[config.mk]
export PLATFORM = sky130hd
export DESIGN_NAME = snn_spike_count_decoder
export DESIGN_NICKNAME = d
export VERILOG_FILES = /design/src/rtl/snn_spike_count_decoder.sv
export SDC_FILE = /design/constraint.sdc
export NUM_CORES = 1
export LEC_CHECK = 0
export CORE_UTILIZATION = 57
export DETAILED_ROUTE_END_ITERATION = 10
export PLACE_DENSITY = 0.86
export REMOVE_ABC_BUFFERS = 1
export SYNTH_ARGS = -nofsm -noshare
export SYNTH_HDL_FRONTEND = slang
export SYNTH_SLANG_ARGS = --single-unit
export TNS_END_PERCENT = 5
[constraint.sdc]
create_clock -name clk -period 4.7 [get_ports clk]
set_input_delay 0.47 -clock clk [delete_from_list [all_inputs] [get_ports clk]]
set_output_delay 0.47 -clock clk [all_outputs]
set_load 0.02 [all_outputs]
[src/rtl/snn_spike_count_decoder.sv]
// snn_spike_count_decoder: counts spikes on two channels over a fixed window and presents a classification result
// Ports:
//   clk, rst                    clock, asynchronous active-high reset
//   start                       begin a window (accepted only when idle)
//   spike_a, spike_b            registered spike inputs from the upstream network
//   busy                        window in progress or result pending
//   result_valid, result_ready  result handshake
//   count_a, count_b            saturating spike counts
//   first_a, first_b            sample index of first spike, WINDOW if none
//   winner, tie, no_spike       classification of the final counts
module snn_spike_count_decoder #(
  parameter int WINDOW = 40,
  parameter int CNT_W  = 6,
  parameter int TW     = $clog2(WINDOW + 1)
) (
  input  logic             clk,
  input  logic             rst,
  input  logic             start,
  input  logic             spike_a,
  input  logic             spike_b,
  output logic             busy,
  output logic             result_valid,
  input  logic             result_ready,
  output logic [CNT_W-1:0] count_a,
  output logic [CNT_W-1:0] count_b,
  output logic [TW-1:0]    first_a,
  output logic [TW-1:0]    first_b,
  output logic             winner,
  output logic             tie,
  output logic             no_spike
);
  typedef enum logic [1:0] {IDLE, COUNT, HOLD} state_t;
  state_t state;
  logic [TW-1:0] idx;
  logic [CNT_W-1:0] na, nb;
  // next counts include the current sample so the last edge classifies on final values
  always_comb begin
    na = (spike_a && count_a != '1) ? count_a + CNT_W'(1) : count_a;
    nb = (spike_b && count_b != '1) ? count_b + CNT_W'(1) : count_b;
  end
  always_ff @(posedge clk or posedge rst) begin
    if (rst) begin
      state        <= IDLE;
      idx          <= '0;
      busy         <= 1'b0;
      result_valid <= 1'b0;
      count_a      <= '0;
      count_b      <= '0;
      first_a      <= TW'(WINDOW);
      first_b      <= TW'(WINDOW);
      winner       <= 1'b0;
      tie          <= 1'b0;
      no_spike     <= 1'b0;
    end else begin
      case (state)
        IDLE: if (start) begin
          state    <= COUNT;
          busy     <= 1'b1;
          idx      <= '0;
          count_a  <= '0;
          count_b  <= '0;
          first_a  <= TW'(WINDOW);
          first_b  <= TW'(WINDOW);
          winner   <= 1'b0;
          tie      <= 1'b0;
          no_spike <= 1'b0;
        end
        COUNT: begin
          count_a <= na;
          count_b <= nb;
          if (spike_a && first_a == TW'(WINDOW)) first_a <= idx;
          if (spike_b && first_b == TW'(WINDOW)) first_b <= idx;
          idx <= idx + TW'(1);
          if (idx == TW'(WINDOW - 1)) begin
            state        <= HOLD;
            result_valid <= 1'b1;
            winner       <= nb > na;
            tie          <= (na == nb) && (na != '0);
            no_spike     <= (na == '0) && (nb == '0);
          end
        end
        HOLD: if (result_ready) begin
          state        <= IDLE;
          result_valid <= 1'b0;
          busy         <= 1'b0;
        end
        default: state <= IDLE;
      endcase
    end
  end
endmodule

**After elaboration in Yosys (flattened, before gate mapping)**

Cells that the tools add are included.

- Register bits: 37
- Input bits: 6
- Output and inout port bits: 29
- Logic and storage cells: 75

- Add/subtract/negate cells: 3
- Order comparisons: 1
- Equality and inequality tests: 13
- Muxes and demuxes: 27
- Reductions and logical operators: 20

Operators by type and width:

| kind | number |
|---|---|
| 6-bit one-hot mux with 2 select lines | 5 |
| 6-bit two-way mux | 6 |
| 6-bit by 1-bit adder with 6-bit output, second input constant | 3 |
| 6-bit equality test, second input constant | 3 |
| 3-bit AND reduction | 6 |
| 6-bit zero test | 2 |
| 6-bit != test, second input constant | 2 |
| 2-bit != test, second input constant | 5 |
| 1-bit one-hot mux with 2 select lines | 5 |
| 1-bit two-way mux | 7 |
| 6-bit equality test | 1 |
| 6-bit > comparator | 1 |
| 1-bit logical AND | 6 |
| 2-bit two-way mux | 3 |
| 2-bit one-hot mux with 3 select lines | 1 |
| 2-bit nonzero test | 3 |
| 6-bit nonzero test | 1 |
| 2-bit by 1-bit equality test with 1-bit output, second input constant | 1 |
| 2-bit equality test, second input constant | 1 |
| 2-bit zero test | 1 |
| 2-bit AND reduction | 1 |

**Logic depth before layout (Yosys ltp)**

Gate-level depths: netlist of the first run.

- Depth after elaboration: 7
- Depth in mapped cells: 11

**Worst setup path after synthesis of the first run**

Ideal clock, no wire load.

- Path type: reg2reg
- Start: register count_b[2]
- End: register winner
- Arrival: 2.469 ns
- Data required time: 4.568 ns
- Setup slack: 2.098 ns
- Cell stages (with the launch flop): 11
- Period minus slack after synthesis: 2.602 ns
- Cell sequence: dfrtp_1 buf_4 and3_4 a31oi_4 mux2_2 ha_1 nor2b_1 o21ai_0 nand2b_1 a2111oi_0 o41ai_1

- Longest elaborated chain between the ends: 6
- Elaborated cells on any way between the ends: 7
- Those cells by class: add/sub: 1; order compare: 1; eq/ne: 1; mux: 3; reduce/logical: 1

Ends and longest elaborated chain:

| what | RTL line | source |
|---|---|---|
| start: declaration | 25 | `output logic [CNT_W-1:0] count_b,` |
| start signal: assignment | 70 | `count_b <= nb;` |
| parallel branches: the longest is 2 deep, another holds 6-bit by 1-bit adder with 6-bit output | -- |  |
| 6-bit two-way mux (*) | 39 | `nb = (spike_b && count_b != '1) ? count_b + CNT_W'(1) : count_b;` |
| 6-bit > comparator (*) | 77 | `winner <= nb > na;` |
| 1-bit two-way mux (*) | 74 | `if (idx == TW'(WINDOW - 1)) begin` |
| 1-bit one-hot mux with 2 select lines (*) | 55 | `case (state)` |
| end signal: assignment | 77 |  |
| end: declaration | 28 | `output logic winner,` |

Mark *: on every way between the ends. The select of a mux whose other input is x is not followed.
A chain may end at the register's enable or synchronous reset.

**Worst setup path in the final report of the first run**

- Start: register count_a[0]
- End: register winner

- Longest elaborated chain between the ends: 6
- Elaborated cells on any way between the ends: 7
- Those cells by class: add/sub: 1; order compare: 1; eq/ne: 1; mux: 3; reduce/logical: 1

Ends and longest elaborated chain:

| what | RTL line | source |
|---|---|---|
| start: declaration | 24 | `output logic [CNT_W-1:0] count_a,` |
| start signal: assignment | 69 | `count_a <= na;` |
| parallel branches: the longest is 2 deep, another holds 6-bit by 1-bit adder with 6-bit output | -- |  |
| 6-bit two-way mux (*) | 38 | `na = (spike_a && count_a != '1) ? count_a + CNT_W'(1) : count_a;` |
| 6-bit > comparator (*) | 77 |  |
| 1-bit two-way mux (*) | 74 |  |
| 1-bit one-hot mux with 2 select lines (*) | 55 |  |

Marks and branches as above.

==> results.yml, run 1 <==
status:
  status: "complete, no violations"
placed_design:
  pre_cts_ws_ns: 1.65
  dpl.hpwl_um: 3290
  gp_congestion: 0.878
  place_area_sq_um: 2480
  port_buffers: 34
critical_path:
  critical_path_class: "reg -> reg"
  cp.required_ns: 4.88
  crit_fanout: 8
  reg2reg_slack_ns: 1.86
  setup.worst_path.start_class: "register"
  worstPathArrival_ns: 3.02
  worstSetupEndpointType: "register"
detailed_routing:
  drc_errors: 0
  viasPerCell: 5.91
  drtIter0Drc: 139
  drtPass1Iterations: 4
  drtAntennaViolNets: 0
  wirelength_um: 4690
  num_vias: 1826
  wire_per_inst_um: 15.2
clock_tree:
  clkTransAtPathRegs_ns: 0.07
  cts_tree: "yes"
  clkLatencyLatePin_ns: 0.30
  postCtsHoldBufs: 0
  cts.sinks: 37
  clockBufferDepth: 2
  cts_max_level: 2
  root_buffer: "clkbuf_8"
  cts_buffers: 5
  cts_setup_buffers: 0
  cts-resized-gates: 0
die:
  coreArea_sq_um: 3440
  rows: 21
  die_y_um: 63.1
  initial_core_util_pct: 61.7
  fp.dieW_um: 63.1
  io_pins: 35
  fp.dieArea_sq_um: 3980
timing:
  maxSlewViolCount: 0
  worst_pin_slew_ns: 1.25
  hold_violations: 0
  setup_tns_ns: 0
  post-route-period-util_pct: 60.5
  setup_slack_ns: 1.86
  fmax_mhz: 352
  maxSlewHeadroom_pct: 16.4
  setup_viol: 0
  layout_min_cycle_time_ns: 2.84
  clock_skew_ns: 0.00788
  rsz0062_at_grt: "no"
  hold_ws_ns: 0.489
layout:
  regArea_sq_um: 931
  layout-drive-gt1-share_pct: 10.3
  final_cell_mix: "clkdlybuf4s50_1 (34), nand2_1 (33), dfrtp_1 (33)"
  fillers: 252
  multi_input_area_sq_um: 1110
  num_antenna_cells: 0
  layout_commonest_cell: "clkdlybuf4s50_1"
  final_area_sq_um: 2580
  nets: 277
  area_growth_pct: 21.7
synthesis:
  synthArstFlopShare_pct: 100
  ys_warn_count: 0
  syn-mean-instance-area_sq_um: 9.24
  synth.distinct_cells: 55
  ys_seq_area_share_pct: 43.8
  synth-edff-count: 0
  synth-seq-cells: 37
  synth-main-ff-cell: "dfrtp_1"
  syn_area_sq_um: 2120
  synth_cells: 230
power_and_ir_drop:
  vdd_drop_max_mv: 0.369
  cellPowerDensity_nw_per_um2: 624
  leakage_uw: 0.00111
grt:
  grt_max_degree: 38
  grt_pass1_wl_um: 8390
  overflow: 0
  antenna_found_initial: 0
  grt_pass1_vias: 1778
  grt_use_total_pct: 27.1
hold_path:
  hold_path.class: "reg -> reg"
job:
  maxCapViolations: 0
==> layer usage <==
layer  routed length, um  vias to the layer above  GRT usage, %  part of all wire, %
met4                  45                        0          10.5                 0.96
met1                2160                      873          36.8                   46
met5                   0                        -             0                    0
li1                    -                      900             -                    -
met2                2270                       48          42.9                   48
met3                 210                        5          5.25                  4.5
==> where the power goes <==
part	switching, uW	internal, uW
logic	408	354
registers	164	442
clock network	113	132
total	686	928
==> flip-flops by register name (all words and copies together) (netlist names) <==
signal and flops:
busy 1, count_a 6, count_b 6, first_a 6, first_b 6, idx 6, no_spike 1, result_valid 1
state 2, tie 1, winner 1
==> area by class of cell <==
class | instances | share of cell area (%)
multi-input cells | 172 | 42.8
flip-flops and latches | 37 | 36.0
repair buffers | 35 | 13.5
clock buffers | 7 | 3.73
well taps | 46 | 2.23
inverters | 11 | 1.60
clock inverters | 1 | 0.194
==> worst paths after layout <==
check	start	to	depth (start not counted)
worst max-delay path	count_a[0]$_DFFE_PP0P_	winner$_DFFE_PP0P_	11
worst min-delay path	first_a[5]$_DFFE_PP1P_	first_a[5]$_DFFE_PP1P_	2
worst max register to register	count_a[0]$_DFFE_PP0P_	winner$_DFFE_PP0P_	11
worst min register to register	first_a[5]$_DFFE_PP1P_	first_a[5]$_DFFE_PP1P_	2
max in group asynchronous	rst	first_a[3]$_DFFE_PP1P_	3
min in group asynchronous	rst	first_a[1]$_DFFE_PP0P_	3
==> logic make-up (layout without fill, tap and decap cells) <==
logic type | count (synthesis) | count (layout) | share of synthesized area (%)
adders and majority gates | 9 | 9 | 5.30
and+or+nand+nor | 86 | 86 | 21.3
buffers and inverters | 21 | 54 | 4.12
xor gates and xnor gates | 5 | 5 | 2.06
muxes | 4 | 4 | 2.53
AOI/OAI and AO/OA | 68 | 68 | 20.9
DFF | 37 | 37 | 43.8
==> synth_stat cells (2+ instances only) <==
library cell / count / area share (%)
mux2i_1: 2 / 0.94
xor2_1: 2 / 0.82
nor3_1: 7 / 1.6
dfstp_2: 4 / 4.9
dfrtp_1: 33 / 39
nand4_1: 7 / 2.1
nand2b_1: 4 / 1.2
nand3_1: 7 / 1.6
a41oi_1: 2 / 0.82
nor2_1: 14 / 2.5
o21ai_1: 13 / 3.1
buf_2: 3 / 0.71
clkbuf_1: 5 / 0.88
xnor2_1: 3 / 1.2
a22o_1: 2 / 0.82
a31oi_1: 3 / 0.88
ha_1: 9 / 5.3
inv_1: 10 / 1.8
a21oi_1: 12 / 2.8
o21ai_0: 15 / 3.5
and4_1: 2 / 0.82
nand2_1: 33 / 5.8
o32a_1: 2 / 0.94
o31ai_1: 5 / 1.8
==> through the flow <==
stage | utilization, % | std cells | power [uW]
6_report | 75.1 | 309 | 1610
2_1_floorplan | - | 220 | 1060
3_3_place_gp | 72.2 | 301 | 1340
4_1_cts | 75.1 | 309 | 1610
5_1_grt | 75.1 | 309 | 1740
3_5_place_dp | 72.2 | 301 | 1360
==> worst max-delay path, stage by stage (launching register included) <==
cell,delay (ns)
dfrtp_1,0.49
ha_1,0.32
nand2_1,0.11
o21ai_1,0.38
nor2_1,0.09
a21oi_1,0.20
ha_1,0.27
nor2b_1,0.13
o21ai_0,0.13
nand2b_1,0.08
a2111oi_0,0.41
o41ai_1,0.13
Power figures use the tool's default switching activity.
==> run 2: changes to the inputs <==
--- a/config.mk
+++ b/config.mk
@@ -5,9 +5,9 @@
 export SDC_FILE = /design/constraint.sdc
 export NUM_CORES = 1
 export LEC_CHECK = 0
-export CORE_UTILIZATION = 57
+export CORE_UTILIZATION = 53
 export DETAILED_ROUTE_END_ITERATION = 10
-export PLACE_DENSITY = 0.86
+export PLACE_DENSITY = 0.8
 export REMOVE_ABC_BUFFERS = 1
 export SYNTH_ARGS = -nofsm -noshare
 export SYNTH_HDL_FRONTEND = slang
==> constraint.sdc (replaced) <==
create_clock -name clk -period 2.9 [get_ports clk]
set_input_delay 0.29 -clock clk [delete_from_list [all_inputs] [get_ports clk]]
set_output_delay 0.29 -clock clk [all_outputs]
set_load 0.02 [all_outputs]
==> run 2 against run 1 <==
  * Cell area grew 2.3%
  * Utilization shrank 4.4 points
  * Total power grew 63%
  * Combinational power grew 76%
  * Sequential cell count is the same
  * Global-route usage shrank 2.5 points
  * Non-clock buffer count grew 9
  * First-iteration DRC count shrank 6.5%
  * Sequential share of layout area shrank 0.82 points
  * Via count grew 2.7%
  * Clock skew shrank 0.0031 ns
  * Worst setup slack lost 1.6 ns
  * Largest power group unchanged
  * Highest routed layer unchanged
==> results.yml, run 2 (synthesis results as in run 1) <==
placed_design:
  port_buffers: 34
  pre_cts_ws_ns: 0.166
  dpl.hpwl_um: 3460
  dpl.cell_count: 312
  gp_congestion: 0.841
power_and_ir_drop:
  cellPowerDensity_nw_per_um2: 994
  leakage_uw: 0.00113
  vdd_drop_max_mv: 0.536
clock_tree:
  cts_buffers: 5
  cts_max_level: 2
  cts.sinks: 37
  clkTransAtPathRegs_ns: 0.08
  clockBufferDepth: 2
  clkLatencyLatePin_ns: 0.29
  cts_tree: "yes"
  root_buffer: "clkbuf_8"
critical_path:
  critical_path_class: "reg -> reg"
  worstSetupEndpointType: "register"
  cp.required_ns: 3.07
  worstPathArrival_ns: 2.85
  crit_fanout: 9
  cp-startpoint: "count_b[1]$_DFFE_PP0P_"
  setup.worst_path.start_class: "register"
  rr_startpoint: "count_b[1]$_DFFE_PP0P_"
timing:
  setup_tns_ns: 0
  hold_ws_ns: 0.404
  layout_min_cycle_time_ns: 2.68
  maxSlewHeadroom_pct: 68.5
  setup_viol: 0
  maxSlewViolCount: 0
  hold_violations: 0
  worst_pin_slew_ns: 0.473
  rsz0062_at_grt: "no"
  clock_skew_ns: 0.00477
  fmax_mhz: 373
  post-route-period-util_pct: 92.4
  setup_slack_ns: 0.219
detailed_routing:
  num_vias: 1875
  viasPerCell: 5.86
  drc_errors: 0
  drtIter0Drc: 130
  drtAntennaViolNets: 0
  wire_per_inst_um: 15.2
  wirelength_um: 4850
  drtPass1Iterations: 4
hold_path:
  hold_path.class: "in -> async"
die:
  initial_core_util_pct: 56.8
  die_y_um: 65.3
  fp.dieW_um: 65.3
  rows: 22
  coreArea_sq_um: 3740
  fp.dieArea_sq_um: 4270
  io_pins: 35
layout:
  layout-drive-gt1-share_pct: 13.2
  nets: 286
  stdcell_count: 320
  layout_commonest_cell: "clkdlybuf4s50_1"
  final_cell_mix: "clkdlybuf4s50_1 (34), nand2_1 (33), dfrtp_1 (33)"
  area_growth_pct: 24.5
  num_antenna_cells: 0
grt:
  overflow: 0
  grt_use_total_pct: 24.6
  grt_pass1_vias: 1695
  grt_max_degree: 38
  antenna_found_initial: 0
  grt_pass1_wl_um: 7920
job:
  maxCapViolations: 0
status:
  status: "complete, no violations"
## run 2: report_power, final
group | switching (uW) | total (uW) | internal [uW]
sequential | 215 | 931 | 716
combinational | 725 | 1340 | 620
clock | 185 | 355 | 170
total | 1120 | 2630 | 1510
## run 2: final cells by class
class                           count  area [sq um]
Clock buffer                        7          76.3
Clock inverter                      1          7.51
Fill cell                         304          1100
Inverter                           11          41.3
Multi-Input combinational cell    172          1110
Sequential cell                    37           931
Tap cell                           48          60.1
Timing Repair Buffer               44           415
## run 2: worst paths after layout
kind	to	cells after the start	slack [ns]
max in group asynchronous	first_b[3]$_DFFE_PP1P_	3	2.14
max	winner$_DFFE_PP0P_	9	0.22
max reg2reg	winner$_DFFE_PP0P_	9	0.22
min	count_a[1]$_DFFE_PP0P_	3	0.40
min in group clk	first_a[5]$_DFFE_PP1P_	2	0.48
min reg2reg	first_a[5]$_DFFE_PP1P_	2	0.48
## run 2: critical path, cell delays in order (launching register included)
cell	delay, ns
dfrtp_1	0.47
ha_1	0.31
a31oi_4	0.17
mux2_2	0.36
ha_1	0.29
nor2b_1	0.14
o21ai_0	0.17
nand2b_1	0.08
a2111oi_1	0.43
o41ai_1	0.12
## run 2: metal layers
metal | GRT usage [%] | part of all wire, %
met4 | 7.34 | 1.0
met1 | 31.1 | 47
met2 | 42.0 | 48
met5 | 0 | 0
met3 | 5.38 | 4.2
## run 2: what timing repair did
item | CTS | global route
resized for setup | 0 | 3
buffers inserted | 0 | 0
endpoints found under the hold margin | 0 | 0
hold buffers | 0 | 0
endpoints found under the setup margin | 0 | 1
## run 2: through the flow
stage | total power [uW] | utilization, % | instance area, sq um
2_1_floorplan | 1720 | - | 2080
3_3_place_gp | 2220 | 68.2 | 2550
3_5_place_dp | 2260 | 68.2 | 2550
4_1_cts | 2620 | 70.5 | 2640
5_1_grt | 2820 | 70.7 | 2650
6_report | 2630 | 70.7 | 2650
